--- src/rtl/operand_issue.sv ---
// Operand issue stage: scoreboard hazard detection, writeback bypass and a
// one-entry registered issue slot sitting between decode and execute.
module operand_issue #(
    parameter int unsigned ADDR_WIDTH = 5,
    parameter int unsigned DATA_WIDTH = 64
) (
    input  logic                  clk,
    input  logic                  reset,
    input  logic                  dec_valid,
    output logic                  dec_ready,
    input  logic [ADDR_WIDTH-1:0] dec_rs1,
    input  logic [ADDR_WIDTH-1:0] dec_rs2,
    input  logic [ADDR_WIDTH-1:0] dec_rd,
    input  logic                  dec_uses_rs1,
    input  logic                  dec_uses_rs2,
    input  logic                  dec_writes_rd,
    output logic [ADDR_WIDTH-1:0] rf_rs1_addr,
    output logic [ADDR_WIDTH-1:0] rf_rs2_addr,
    input  logic [DATA_WIDTH-1:0] rf_rs1_data,
    input  logic [DATA_WIDTH-1:0] rf_rs2_data,
    input  logic                  wb_en,
    input  logic [ADDR_WIDTH-1:0] wb_rd,
    input  logic [DATA_WIDTH-1:0] wb_data,
    output logic                  iss_valid,
    input  logic                  iss_ready,
    output logic [DATA_WIDTH-1:0] iss_rs1_val,
    output logic [DATA_WIDTH-1:0] iss_rs2_val,
    output logic [ADDR_WIDTH-1:0] iss_rd,
    output logic                  iss_writes_rd,
    input  logic                  flush,
    output logic [31:0]           stall_cycles
);
    localparam int unsigned NUM_REGS  = 1 << ADDR_WIDTH;
    localparam int unsigned CNT_WIDTH = 32;

    typedef enum logic { EMPTY = 1'b0, FULL = 1'b1 } state_e;

    state_e                state_q;
    logic [NUM_REGS-1:0]   busy_q;
    logic [NUM_REGS-1:0]   busy_d;
    logic [DATA_WIDTH-1:0] rs1_val_q;
    logic [DATA_WIDTH-1:0] rs1_val_d;
    logic [DATA_WIDTH-1:0] rs2_val_q;
    logic [DATA_WIDTH-1:0] rs2_val_d;
    logic [ADDR_WIDTH-1:0] rd_q;
    logic                  wr_q;
    logic [CNT_WIDTH-1:0]  stall_q;
    logic [CNT_WIDTH-1:0]  stall_d;

    logic wb_live;
    logic wb_hit_rs1;
    logic wb_hit_rs2;
    logic wb_hit_rd;
    logic haz_rs1;
    logic haz_rs2;
    logic haz_rd;
    logic hazard;
    logic accept;
    logic flush_clr;

    assign rf_rs1_addr = dec_rs1;
    assign rf_rs2_addr = dec_rs2;

    // A writeback to a nonzero register both clears its busy bit and forwards its data.
    assign wb_live    = wb_en && (wb_rd != '0);
    assign wb_hit_rs1 = wb_live && (wb_rd == dec_rs1);
    assign wb_hit_rs2 = wb_live && (wb_rd == dec_rs2);
    assign wb_hit_rd  = wb_live && (wb_rd == dec_rd);

    assign haz_rs1 = dec_uses_rs1  && (dec_rs1 != '0) && busy_q[dec_rs1] && !wb_hit_rs1;
    assign haz_rs2 = dec_uses_rs2  && (dec_rs2 != '0) && busy_q[dec_rs2] && !wb_hit_rs2;
    assign haz_rd  = dec_writes_rd && (dec_rd  != '0) && busy_q[dec_rd]  && !wb_hit_rd;
    assign hazard  = dec_valid && (haz_rs1 || haz_rs2 || haz_rd);

    assign dec_ready = !hazard && !flush && ((state_q == EMPTY) || iss_ready);
    assign accept    = dec_valid && dec_ready;

    // Operand select: x0 reads zero, a same-cycle writeback wins over the register file.
    always_comb begin
        rs1_val_d = rf_rs1_data;
        rs2_val_d = rf_rs2_data;
        if (dec_rs1 == '0) begin
            rs1_val_d = '0;
        end else if (wb_hit_rs1) begin
            rs1_val_d = wb_data;
        end
        if (dec_rs2 == '0) begin
            rs2_val_d = '0;
        end else if (wb_hit_rs2) begin
            rs2_val_d = wb_data;
        end
    end

    // A squashed writer will never write back, so its pending bit is released here.
    assign flush_clr = flush && (state_q == FULL) && wr_q && (rd_q != '0);

    // Clears are applied before the accept-set so a new writer keeps its register busy.
    always_comb begin
        busy_d = busy_q;
        if (wb_live) begin
            busy_d[wb_rd] = 1'b0;
        end
        if (flush_clr) begin
            busy_d[rd_q] = 1'b0;
        end
        if (accept && dec_writes_rd && (dec_rd != '0)) begin
            busy_d[dec_rd] = 1'b1;
        end
        busy_d[0] = 1'b0;
    end

    always_comb begin
        stall_d = stall_q;
        if (dec_valid && !dec_ready && (stall_q != '1)) begin
            stall_d = stall_q + CNT_WIDTH'(1);
        end
    end

    // Issue slot state machine with its payload registers.
    always_ff @(posedge clk) begin
        if (reset) begin
            state_q   <= EMPTY;
            busy_q    <= '0;
            rs1_val_q <= '0;
            rs2_val_q <= '0;
            rd_q      <= '0;
            wr_q      <= 1'b0;
            stall_q   <= '0;
        end else begin
            busy_q  <= busy_d;
            stall_q <= stall_d;
            case (state_q)
                EMPTY: begin
                    if (!flush && accept) begin
                        state_q   <= FULL;
                        rs1_val_q <= rs1_val_d;
                        rs2_val_q <= rs2_val_d;
                        rd_q      <= dec_rd;
                        wr_q      <= dec_writes_rd;
                    end
                end
                FULL: begin
                    if (flush) begin
                        state_q <= EMPTY;
                    end else if (accept) begin
                        state_q   <= FULL;
                        rs1_val_q <= rs1_val_d;
                        rs2_val_q <= rs2_val_d;
                        rd_q      <= dec_rd;
                        wr_q      <= dec_writes_rd;
                    end else if (iss_ready) begin
                        state_q <= EMPTY;
                    end
                end
                default: state_q <= EMPTY;
            endcase
        end
    end

    assign iss_valid     = (state_q == FULL);
    assign iss_rs1_val   = rs1_val_q;
    assign iss_rs2_val   = rs2_val_q;
    assign iss_rd        = rd_q;
    assign iss_writes_rd = wr_q;
    assign stall_cycles  = stall_q;

endmodule

--- config.mk ---
export PLATFORM = sky130hd
export DESIGN_NAME = operand_issue
export DESIGN_NICKNAME = d
export VERILOG_FILES = /design/src/rtl/operand_issue.sv
export SDC_FILE = /design/constraint.sdc
export NUM_CORES = 1
export LEC_CHECK = 0
export ABC_AREA = 0
export BUFFER_PORTS_ARGS = -buffer_cell sky130_fd_sc_hd__buf_2
export CORE_ASPECT_RATIO = 1.25
export CORE_MARGIN = 8
export CORE_UTILIZATION = 45
export CTS_CLUSTER_DIAMETER = 120
export DETAILED_ROUTE_END_ITERATION = 12
export PLACE_DENSITY = 0.74
export SLEW_MARGIN = 20
export SYNTH_ARGS = -nofsm -noshare
export SYNTH_HDL_FRONTEND = slang
export SYNTH_SLANG_ARGS = --single-unit
--- constraint.sdc ---
create_clock -name clk -period 3.8 [get_ports clk]
set_input_delay 0.76 -clock clk [delete_from_list [all_inputs] [get_ports clk]]
set_output_delay 0.76 -clock clk [all_outputs]
set_load 0.02 [all_outputs]
======== Word level (Yosys, flattened, before mapping) ========
Index checks and enable logic that the tools add are counted.
word-level totals
  output and inout port bits .............. 178
  logic and storage cells ................. 115
  register bits ........................... 199
cells by class
  muxes and demuxes ....................... 40
  add/sub/neg operators ................... 1
  reductions and logical operators ........ 45
  $lt $le $gt $ge ......................... 8
  bitwise operators ....................... 6
  equality and inequality tests ........... 7
operators by type and width
  operator               count
  $mux 64                10
  $pmux 64 s2            2
  $mux 32                3
  $and 32x32->32         2
  $not 32->32            2
  $add 32x1->32 const B  1
  $ne 32x32->1 const B   1
  $or 32x32->32          1
  $lt 5x6->1 const B     5
  $logic_and 1x1->1      28
  $reduce_bool 5->1      5
  $bmux 1 s5             3
  $demux 1 s5            3
  $eq 5x5->1             3
  $ge 5x1->1 const B     3
  $mux 5                 3
  $mux 1                 13
  $logic_not 5->1        2
  $pmux 5 s2             1
  $logic_not 1->1        6
  $ne 2x1->1 const B     2
  $pmux 1 s2             2
  $logic_or 1x1->1       3
  $reduce_and 3->1       1
  2 further kinds        2

======== Depth between registers and ports, before layout ========
Gate-level depths: netlist of run 1.
  depth after elaboration ................. 15
  mapped depth ............................ 13
  depth with buffers taken out ............ 7

======== Least setup slack after synthesis of run 1 ========
OpenSTA, ideal clock, no wires.
  path type ............................... input port to flip-flop
  start point ............................. input dec_rs1[2]
  end point ............................... register rs1_val_q[61], in the netlist iss_rs1_val[61]
  path slack .............................. 403 ps
  data required time ...................... 3,670 ps
  cell stages on the path ................. 12
  library setup time ...................... 130 ps
  data arrival time ....................... 3,267 ps
  path through ............................ clkbuf_1 mux4_2 mux2_2 a221oi_1 a2111oi_2 or4_1 clkbuf_1 buf_2 buf_2 buf_2 nand3b_1 o31ai_1
between the ends
  cells in the longest elaborated chain, start to end .. 14
RTL lines
  what                                                  RTL line  text
  start: declaration                                    11        input logic [ADDR_WIDTH-1:0] dec_rs1,
  $bmux 1 s5 (tied with other cells)                    70        assign haz_rs1 = dec_uses_rs1 && (dec_rs1 != '0) && busy_q[dec_rs1] && !wb_hit_rs1;
  $mux 1 (not written as such) (tied with other cells)  70
  $logic_and 1x1->1 or $logic_not 1->1 (tied branches)  70
  $logic_and 1x1->1                                     70
  $logic_or 1x1->1 (2 in series)                        73        assign hazard = dec_valid && (haz_rs1 || haz_rs2 || haz_rd);
  $logic_and 1x1->1                                     73
  $logic_not 1->1                                       75        assign dec_ready = !hazard && !flush && ((state_q == EMPTY) || iss_ready);
  $logic_and 1x1->1 (2 in series)                       75
  $logic_and 1x1->1                                     76        assign accept = dec_valid && dec_ready;
  $logic_and 1x1->1                                     134       if (!flush && accept) begin
  $ne 2x1->1 (no source line)                           --
  $reduce_and 3->1 (no source line)                     --
  end signal: assignment                                136       rs1_val_q <= rs1_val_d;
  end signal: assignment                                147       rs1_val_q <= rs1_val_d;
  end: declaration                                      41        logic [DATA_WIDTH-1:0] rs1_val_q;
Several ways; a longest one is shown, not always the timed one. The select of a mux whose other input is x is not followed.
A chain may end at the register's enable or synchronous reset.

======== Final worst setup path of run 1 ========
  start point ............................. input dec_rs1[0]
  end point ............................... output dec_ready
between the ends
  cells in the longest elaborated chain, start to end .. 10
RTL lines
  what                                                  RTL line  text
  $bmux 1 s5 (tied with other cells)                    70
  $mux 1 (not written as such) (tied with other cells)  70
  $logic_and 1x1->1 or $logic_not 1->1 (tied branches)  70
  $logic_and 1x1->1 (*)                                 70
  $logic_or 1x1->1 (*) (2 in series)                    73
  $logic_and 1x1->1 (*)                                 73
  $logic_not 1->1 (*)                                   75
  $logic_and 1x1->1 (*) (2 in series)                   75
  end: declaration                                      10        output logic dec_ready,
Every way passes the cells marked *; elsewhere a longest branch is shown, timed or not. The select of a mux whose other input is x is not followed.

==> reports/summary.md, run 1 <==
The run gives 16.1% as the portion of total power attributed to combinational logic. The worst register-to-register path begins at busy_q[7]$_SDFF_PP0_. The worst hold path stage count came out at 2.

The path with the worst hold slack has its endpoint at stall_cycles[16]$_SDFFE_PP0P_. The kind of critical path is input port to primary output. For the worst path required time, the log shows 3.04 ns.

The net switching share of the total power was 28.0%. For this run, asynchronously set or reset flops after synthesis account for 0%. In this run the most critical hold path is launched from stall_cycles[16]$_SDFFE_PP0P_. In this run, synthesis inferred 0 flip-flops with an integrated enable. Placement-stage worst setup slack: 0.0322 ns.

The horizontal die dimension was 155 um. The area after detailed placement was 12,900 um2; the port buffer count was 398. In the final routed layout, each cell accounts on average for 22.3 um. The CTS clock-pin slew for the worst setup and hold paths was 0.07 ns; the maximum number of pins on one net before global-route repair was 187. Top fanout value on the critical path: 9.

The main flop type after synthesis is sky130_fd_sc_hd__dfxtp_1. Each instance of the synthesized netlist takes up on average 9.57 um2. The maximum operating frequency came out at 0.279 GHz. STA classifies the critical path startpoint as an input port. Count of cells along the worst register-to-register path: 7. TritonCTS built the clock tree. The via count of the first global-routing pass is 10,600.

The estimated wirelength of the detail-placed design was 28,900 um; the proportion of layout cells with a drive suffix above 1 was 34.4%. Across all layers, the routed design uses 10,800 vias. For this design the static power due to leakage is 0.00530 uW. The cell count after synthesis came out at 1,133. Layout net count: 1,666.

The worst register-to-register path has a setup slack of 0.77 ns. By area the synthesized netlist is led by sky130_fd_sc_hd__dfxtp_1 (37%), sky130_fd_sc_hd__mux2i_1 (13%), sky130_fd_sc_hd__o31ai_1 (10%). The congestion estimate from routability-driven global placement came to 0.924. The run finished with clean final reports. In this run the worst hold path is classified as register to register. At the worst endpoint, the arrival time is 2.82 ns. The H-tree generated during clock tree synthesis spans 4 levels. The aggregate global-route resource usage was 26.3%. The count of nets left with antenna violations once routing finished came out at 0. The run gives 13,600 um2 as the final standard cell area without fillers. Net switching power of the design: 1370 uW. Clock tree synthesis found a total of 198 sinks. The tools report the final worst setup slack as 0.216 ns.

The number of synthesis warnings is 0. Power spread over the standard cell area amounts to 360 nW/um2. The part of the power in the clock network is 39.0%. The ratio of routed vias to standard cells was 6.03. Clock tree synthesis inserted a total of 17 buffers.

The internal power of the cells totals 3520 uW. The floorplan has 63 rows. The clock passes through at most 2 buffers. Setup violations remaining at the end of the flow were counted as 0. The run gives 14 as the initial antenna violation count. Final max-slew violation count: 0.

The area of the placeable core was 23,700 um2; the total congestion overflow after global routing was 0. The initial utilization of the core area, before any placement, comes to 45.7%. The area growth from synthesis to layout is 25.1%. The library cell with the largest summed area after synthesis is sky130_fd_sc_hd__dfxtp_1. The worst clock skew is 0.0114 ns, and the share of the clock period used by the worst path is 94.3%. Counting I/O delays and the setup requirement, the final critical path takes 3.58 ns. The share of synthesized area in the top cell type comes to 36.6%. IR analysis of the VDD net gives a maximum drop of 0.300 mV. Setup repair after global routing left no endpoint under its margin. The fraction of the yosys area taken by sequential cells was 36.6%.

Counting instances in the post-synthesis netlist gives the leading cell types as sky130_fd_sc_hd__dfxtp_1 (198), sky130_fd_sc_hd__o31ai_1 (146), sky130_fd_sc_hd__mux2i_1 (145). The tools report the post-synthesis net count as 1,355. The cell with the most instances after synthesis was sky130_fd_sc_hd__dfxtp_1. The first global-routing pass estimated 61,100 um of wire.

Worst-skew pair later-pin latency: 0.44 ns. Of the total power, registers draw 44.9%. The total length of routed wires came out at 39,900 um. The die is 190 um tall.

The transition time at the pin with the least slew margin works out to 0.854 ns. The first TritonRoute pass finished after 5 iterations. Post-synthesis register bit count: 198. The die covers 29,300 um2. In this run the clock root is driven by a sky130_fd_sc_hd__clkbuf_16. Type of destination of the critical path: a primary output. The reported max-cap violation count is 0.

For the number of design-rule violations left by the first detailed-router iteration, the log shows 917. The run gives 10,800 um2 as the area of the mapped netlist. The tools report the count of cell types in the netlist as 55. The run gives 0 as the final-report hold violation count. Once the clock tree was built, the setup fixing pass inserted 0 buffers. The headroom to the max-slew limit is 43.1%. The total I/O pin count is 399, and the final-layout setup total negative slack is 0 ns. The count of unresolved DRC violations after routing was 0. In this run the critical register-to-register path is captured at busy_q[30]$_SDFF_PP0_.
-- cell type report --
class | count | area, um2
fillers | 2120 | 10200
repair buffers | 418 | 2210
flip-flops and latches | 198 | 3960
clock inverters | 11 | 148
well taps | 325 | 407
diodes | 8 | 20.0
multi-input cells | 801 | 6330
clock buffers | 20 | 457
inverters | 8 | 30.0
-- power groups by stage --
stage	Combinational (uW)	Clock (uW)	Sequential, uW
2_1_floorplan	369	0	2330
3_3_place_gp	778	0	2240
3_5_place_dp	787	0	2240
4_1_cts	789	1930	2190
5_1_grt	846	2020	2200
6_report	788	1910	2200
-- state kept, by name (all words and copies together) (netlist names) --
signal         cells
iss_valid          1
stall_cycles      32
iss_rs2_val       64
iss_rs1_val       64
busy_q            31
iss_writes_rd      1
iss_rd             5
-- metrics by stage --
stage / instances / total power (uW) / hold slack [ns] / util, %
2_1_floorplan: 1133 / 2700 / 0.553 / -
3_3_place_gp: 1750 / 3020 / 0.466 / 54.5
3_5_place_dp: 1750 / 3030 / 0.468 / 54.5
4_1_cts: 1781 / 4920 / 0.486 / 57.1
5_1_grt: 1786 / 5070 / 0.507 / 57.1
6_report: 1789 / 4890 / 0.483 / 57.2
-- worst max path at each step --
stage / start / endpoint / slack [ns] / cells past startpoint
after floorplan: dec_rs1[2] / iss_rs1_val[61]$_SDFFE_PP0P_ / 0.40 / 12
after global placement: dec_rs2[0] / iss_rd[1]$_SDFFE_PP0P_ / 0.08 / 9
after detailed placement: dec_rs2[0] / iss_rs1_val[8]$_SDFFE_PP0P_ / 0.03 / 8
after CTS: dec_rs2[0] / dec_ready / 0.14 / 8
after global routing: dec_rs1[0] / dec_ready / 0.08 / 8
final: dec_rs1[0] / dec_ready / 0.22 / 8
-- timing repair --
action | 4_1_cts | 5_1_grt
resized for setup | 0 | 1
hold buffers | 0 | 0
endpoints found under the setup margin | 0 | 1
endpoints found under the hold margin | 0 | 0
-- cells in the final DEF, fill, tap and decap left out, types with 7 or more instances in the layout --
cell type                   instances
sky130_fd_sc_hd__inv_1              8
sky130_fd_sc_hd__dfxtp_1          198
sky130_fd_sc_hd__mux4_2            20
sky130_fd_sc_hd__buf_2            396
sky130_fd_sc_hd__o31ai_1          146
sky130_fd_sc_hd__and4_1             7
sky130_fd_sc_hd__nor2b_1           42
sky130_fd_sc_hd__mux2i_1          145
sky130_fd_sc_hd__o21ai_2            7
sky130_fd_sc_hd__or4_1             19
sky130_fd_sc_hd__nand3b_1         133
sky130_fd_sc_hd__or3_1             13
sky130_fd_sc_hd__nand4_1            8
sky130_fd_sc_hd__nand2b_1          10
sky130_fd_sc_hd__nor2_1            24
sky130_fd_sc_hd__o21ai_0           30
sky130_fd_sc_hd__diode_2            8
sky130_fd_sc_hd__and2_1             7
sky130_fd_sc_hd__o221ai_1          29
sky130_fd_sc_hd__nand3_1           26
sky130_fd_sc_hd__buf_4             16
sky130_fd_sc_hd__mux2_2             9
sky130_fd_sc_hd__xnor2_1           11
sky130_fd_sc_hd__nand2_1           29
sky130_fd_sc_hd__clkbuf_16         17
sky130_fd_sc_hd__a21oi_1           27
-- metal layers --
layer,up-vias,GRT usage [%],routed length (um)
met4,10,11.9,1410
li1,4948,-,-
met5,-,0,72
met1,5141,32.0,15700
met2,577,42.1,18600
met3,104,8.10,4100
-- critical path, cell delays in order --
cell and delay [ns]:
sky130_fd_sc_hd__buf_2 0.26, sky130_fd_sc_hd__mux4_2 0.53, sky130_fd_sc_hd__mux2_2 0.27, sky130_fd_sc_hd__a221oi_1 0.30
sky130_fd_sc_hd__a2111oi_2 0.13, sky130_fd_sc_hd__o31ai_1 0.21, sky130_fd_sc_hd__nor2b_1 0.16, sky130_fd_sc_hd__buf_2 0.19
-- cells by family after synthesis --
logic type | count (synthesis) | synth area share (%)
compound gates | 264 | 17.5
xor+xnor | 15 | 1.21
fa+ha+maj | 1 | 0.115
buf+inv | 134 | 5.37
flops | 198 | 36.6
mux | 175 | 18.6
simple gates | 346 | 20.7
No activity file was read; power rests on OpenSTA's default activity.
==> run 2, diff against run 1 <==
--- a/config.mk
+++ b/config.mk
@@ -13,6 +13,7 @@
 export CTS_CLUSTER_DIAMETER = 120
 export DETAILED_ROUTE_END_ITERATION = 12
 export PLACE_DENSITY = 0.74
+export REMOVE_ABC_BUFFERS = 1
 export SLEW_MARGIN = 20
 export SYNTH_ARGS = -nofsm -noshare
 export SYNTH_HDL_FRONTEND = slang
==> run 2 against run 1 <==
Global-route usage is 0.29 points lower. Final area is 0.73% higher. Clock skew is 0.0055 ns higher. Via count is 0.54% lower. Wire length hardly changed. Sequential cell count stayed put. Sequential share of layout area is 0.21 points lower. Cell count is 0.34% higher. Combinational power is 2% higher. Hold slack better by 0.0029 ns. Worst setup slack worse by 0.038 ns. Largest cell class unchanged.
==> reports/summary.md, run 2 (same netlist as run 1, synthesis figures left out) <==
The total number of vias was 10,700 (-0.54%). For the area of the placeable core, the log shows 23,700 um2 (unchanged). The top fanout value on the critical path was 4 (-5).

Port buffer count: 398 (unchanged). The post-cts hold buffer count was 0 (unchanged); the number of H-tree branching levels was 4 (unchanged). The tools report the remaining number of nets flagged by the antenna check after routing as 0 (unchanged). Type of destination of the critical path: a primary output. Classification of the worst-slack hold path: register to register. The horizontal die dimension came out at 155 um (unchanged). The tools report the total length of routed wires as 39,800 um (about the same).

The average detailed-routed wire length per instance is 22.2 um (-0.42%), and the placement-stage worst setup slack is 0.140 ns (+0.108 ns). The logs give 0 (unchanged) for the final-report hold violation count and 63 (unchanged) for the number of placement rows. The run gives 3.04 ns (about the same) as the worst path required time. The arrival time of the worst setup path is 2.86 ns (+0.04 ns), and the signed area change from the synthesized netlist to the final layout is 26.0%.

The maximum operating frequency was 0.276 GHz (-1.0%). The tools report the CTS root buffer as sky130_fd_sc_hd__clkbuf_16. TritonCTS built the clock tree. The number of design-rule violations left by the first detailed-router iteration is 798 (-13%), and the buffer depth of the longest clock path is 2 (unchanged).

The run gives 0 (unchanged) as the reported max-cap violation count. The share of the clock period used by the worst path is 95.3% (+0.99 points). The worst setup path is of the input port to primary output kind. The ratio of routed vias to standard cells was 5.97 (-0.87%).

The count of unresolved DRC violations after routing was 0 (unchanged). The flow ran to the end, and the final reports show no timing, DRC or antenna violations. The global placer's final weighted congestion is 0.972 (+5.2%).

The final period demand of the worst path was 3.62 ns (+0.0376 ns); the die extent in y was 190 um (unchanged). Maximum VDD drop: 0.314 mV (+4.8%). Commonest non-fill, non-tap cell in the layout: sky130_fd_sc_hd__buf_2. The detailed-routing iteration count for the pre-antenna-repair pass was 5 (unchanged). The delay of the slowest cell on the worst path is 0.50 ns (-0.03 ns).

The headroom to the max-slew limit came out at 47.4% (+4.3 points). The CTS clock-pin slew for the worst setup and hold paths is 0.07 ns (about the same). The number of endpoints failing setup at the final stage is 0 (unchanged), and the floorplan die area is 29,300 um2 (unchanged).

For the maximum number of pins on one net before global-route repair, the log shows 191 (+2.1%). The aggregate global-route resource usage is 26.0% (-0.29 points), and the layout net count is 1,672 (+0.36%). The final max-slew violation count came out at 0 (unchanged). The tools report the estimated wirelength of the detail-placed design as 29,300 um (+1.5%). For the total I/O pin count, the log shows 399 (unchanged). The final worst setup slack came out at 0.178 ns (-0.0376 ns). In the layout the commonest cells are sky130_fd_sc_hd__buf_2 (397), sky130_fd_sc_hd__dfxtp_1 (198), sky130_fd_sc_hd__o31ai_1 (146), sky130_fd_sc_hd__mux2i_1 (145), sky130_fd_sc_hd__nand3b_1 (133).

The cell leakage power is 0.00535 uW (+0.90%), and the transition time at the pin with the least slew margin is 0.790 ns (-0.0645 ns). The via count of the first global-routing pass was 10,700 (+0.39%); the initial antenna violation count was 15 (+1). The signal on the critical path passes through buf_2 -> or3_1 -> o31ai_1 -> buf_4 -> nor4_2 -> a2111oi_2 -> o31ai_1 -> nor2b_1 -> buf_2. The tools report the kind of start point of the critical path as an input port. The number of clock sinks seen by CTS is 198 (unchanged). For the first-pass GRT wire length, the log shows 60,400 um (-1.1%). The count of buffers added by post-CTS timing repair for setup is 0 (unchanged), and the worst-skew pair later-pin latency is 0.44 ns (about the same).

The logs give 0 (unchanged) for the total congestion overflow after global routing and 17 (unchanged) for the number of buffers created by CTS. The slowest stage cell on the critical path was sky130_fd_sc_hd__or3_1. The total of fill cells in the finished design came out at 2,091 (-1.4%). The number of gates given a new drive strength after cts is 0 (unchanged).

Setup repair after global routing left no endpoint under its margin. Effective utilization at floorplan: 45.7% (unchanged). The proportion of layout cells with a drive suffix above 1 is 34.8% (+0.38 points), and the total power after layout is 4870 uW (-0.33%).

The worst clock skew came out at 0.0169 ns (+0.00547 ns). Total power density per cell area: 357 nW/um2 (-1.1%).
## run 2: per-layer routing
| metal | wire, um | up-vias | share of wire [%] | GRT usage, % |
|---|---|---|---|---|
| met1 | 15300 | 5138 | 38 | 30.7 |
| met4 | 1200 | 10 | 3.0 | 10.5 |
| met5 | 59 | - | 0.15 | 0 |
| met3 | 4270 | 93 | 11 | 9.49 |
| met2 | 19100 | 516 | 48 | 42.3 |
| li1 | - | 4965 | - | - |
## run 2: path summary, 6_finish.rpt
| path | from | end | slack (ns) | depth (start not counted) |
|---|---|---|---|---|
| max | wb_rd[2] | dec_ready | 0.18 | 9 |
| min reg2reg | iss_rs2_val[5]$_SDFFE_PP0P_ | iss_rs2_val[5]$_SDFFE_PP0P_ | 0.49 | 2 |
| max reg2reg | busy_q[27]$_SDFF_PP0_ | busy_q[4]$_SDFF_PP0_ | 0.78 | 7 |
| min | iss_rs2_val[5]$_SDFFE_PP0P_ | iss_rs2_val[5]$_SDFFE_PP0P_ | 0.49 | 2 |
## run 2: final cells by class
type	count	area, um2	share of cell area (%)
Multi-Input combinational cell	801	6330	46.3
Sequential cell	198	3960	29.0
Timing Repair Buffer	424	2310	16.9
Clock buffer	18	439	3.21
Tap cell	325	407	2.98
Clock inverter	14	161	1.18
Inverter	8	30.0	0.220
Antenna cell	7	17.5	0.128
## run 2: where the power goes
group          internal (uW)  switching (uW)  leakage [uW]
Clock                   1010             864      0.000290
Combinational            313             494       0.00345
Sequential              2150            46.0       0.00161
## run 2: critical path, delay by kind of cell
kind / cells / cell delay, ns
simple gates: 3 / 0.70
buf+inv: 3 / 0.45
compound gates: 3 / 0.94
## run 2: through the flow
step	hold WS [ns]	utilization (%)	instance area, um2	std cells	setup TNS [ns]
after CTS	0.486	57.5	13600	1788	0
final	0.486	57.6	13700	1795	0
after global routing	0.510	57.6	13700	1792	0
after floorplan	0.547	-	10300	1007	-2081.17
after global placement	0.466	55.0	13000	1756	0
after detailed placement	0.468	55.0	13000	1756	0
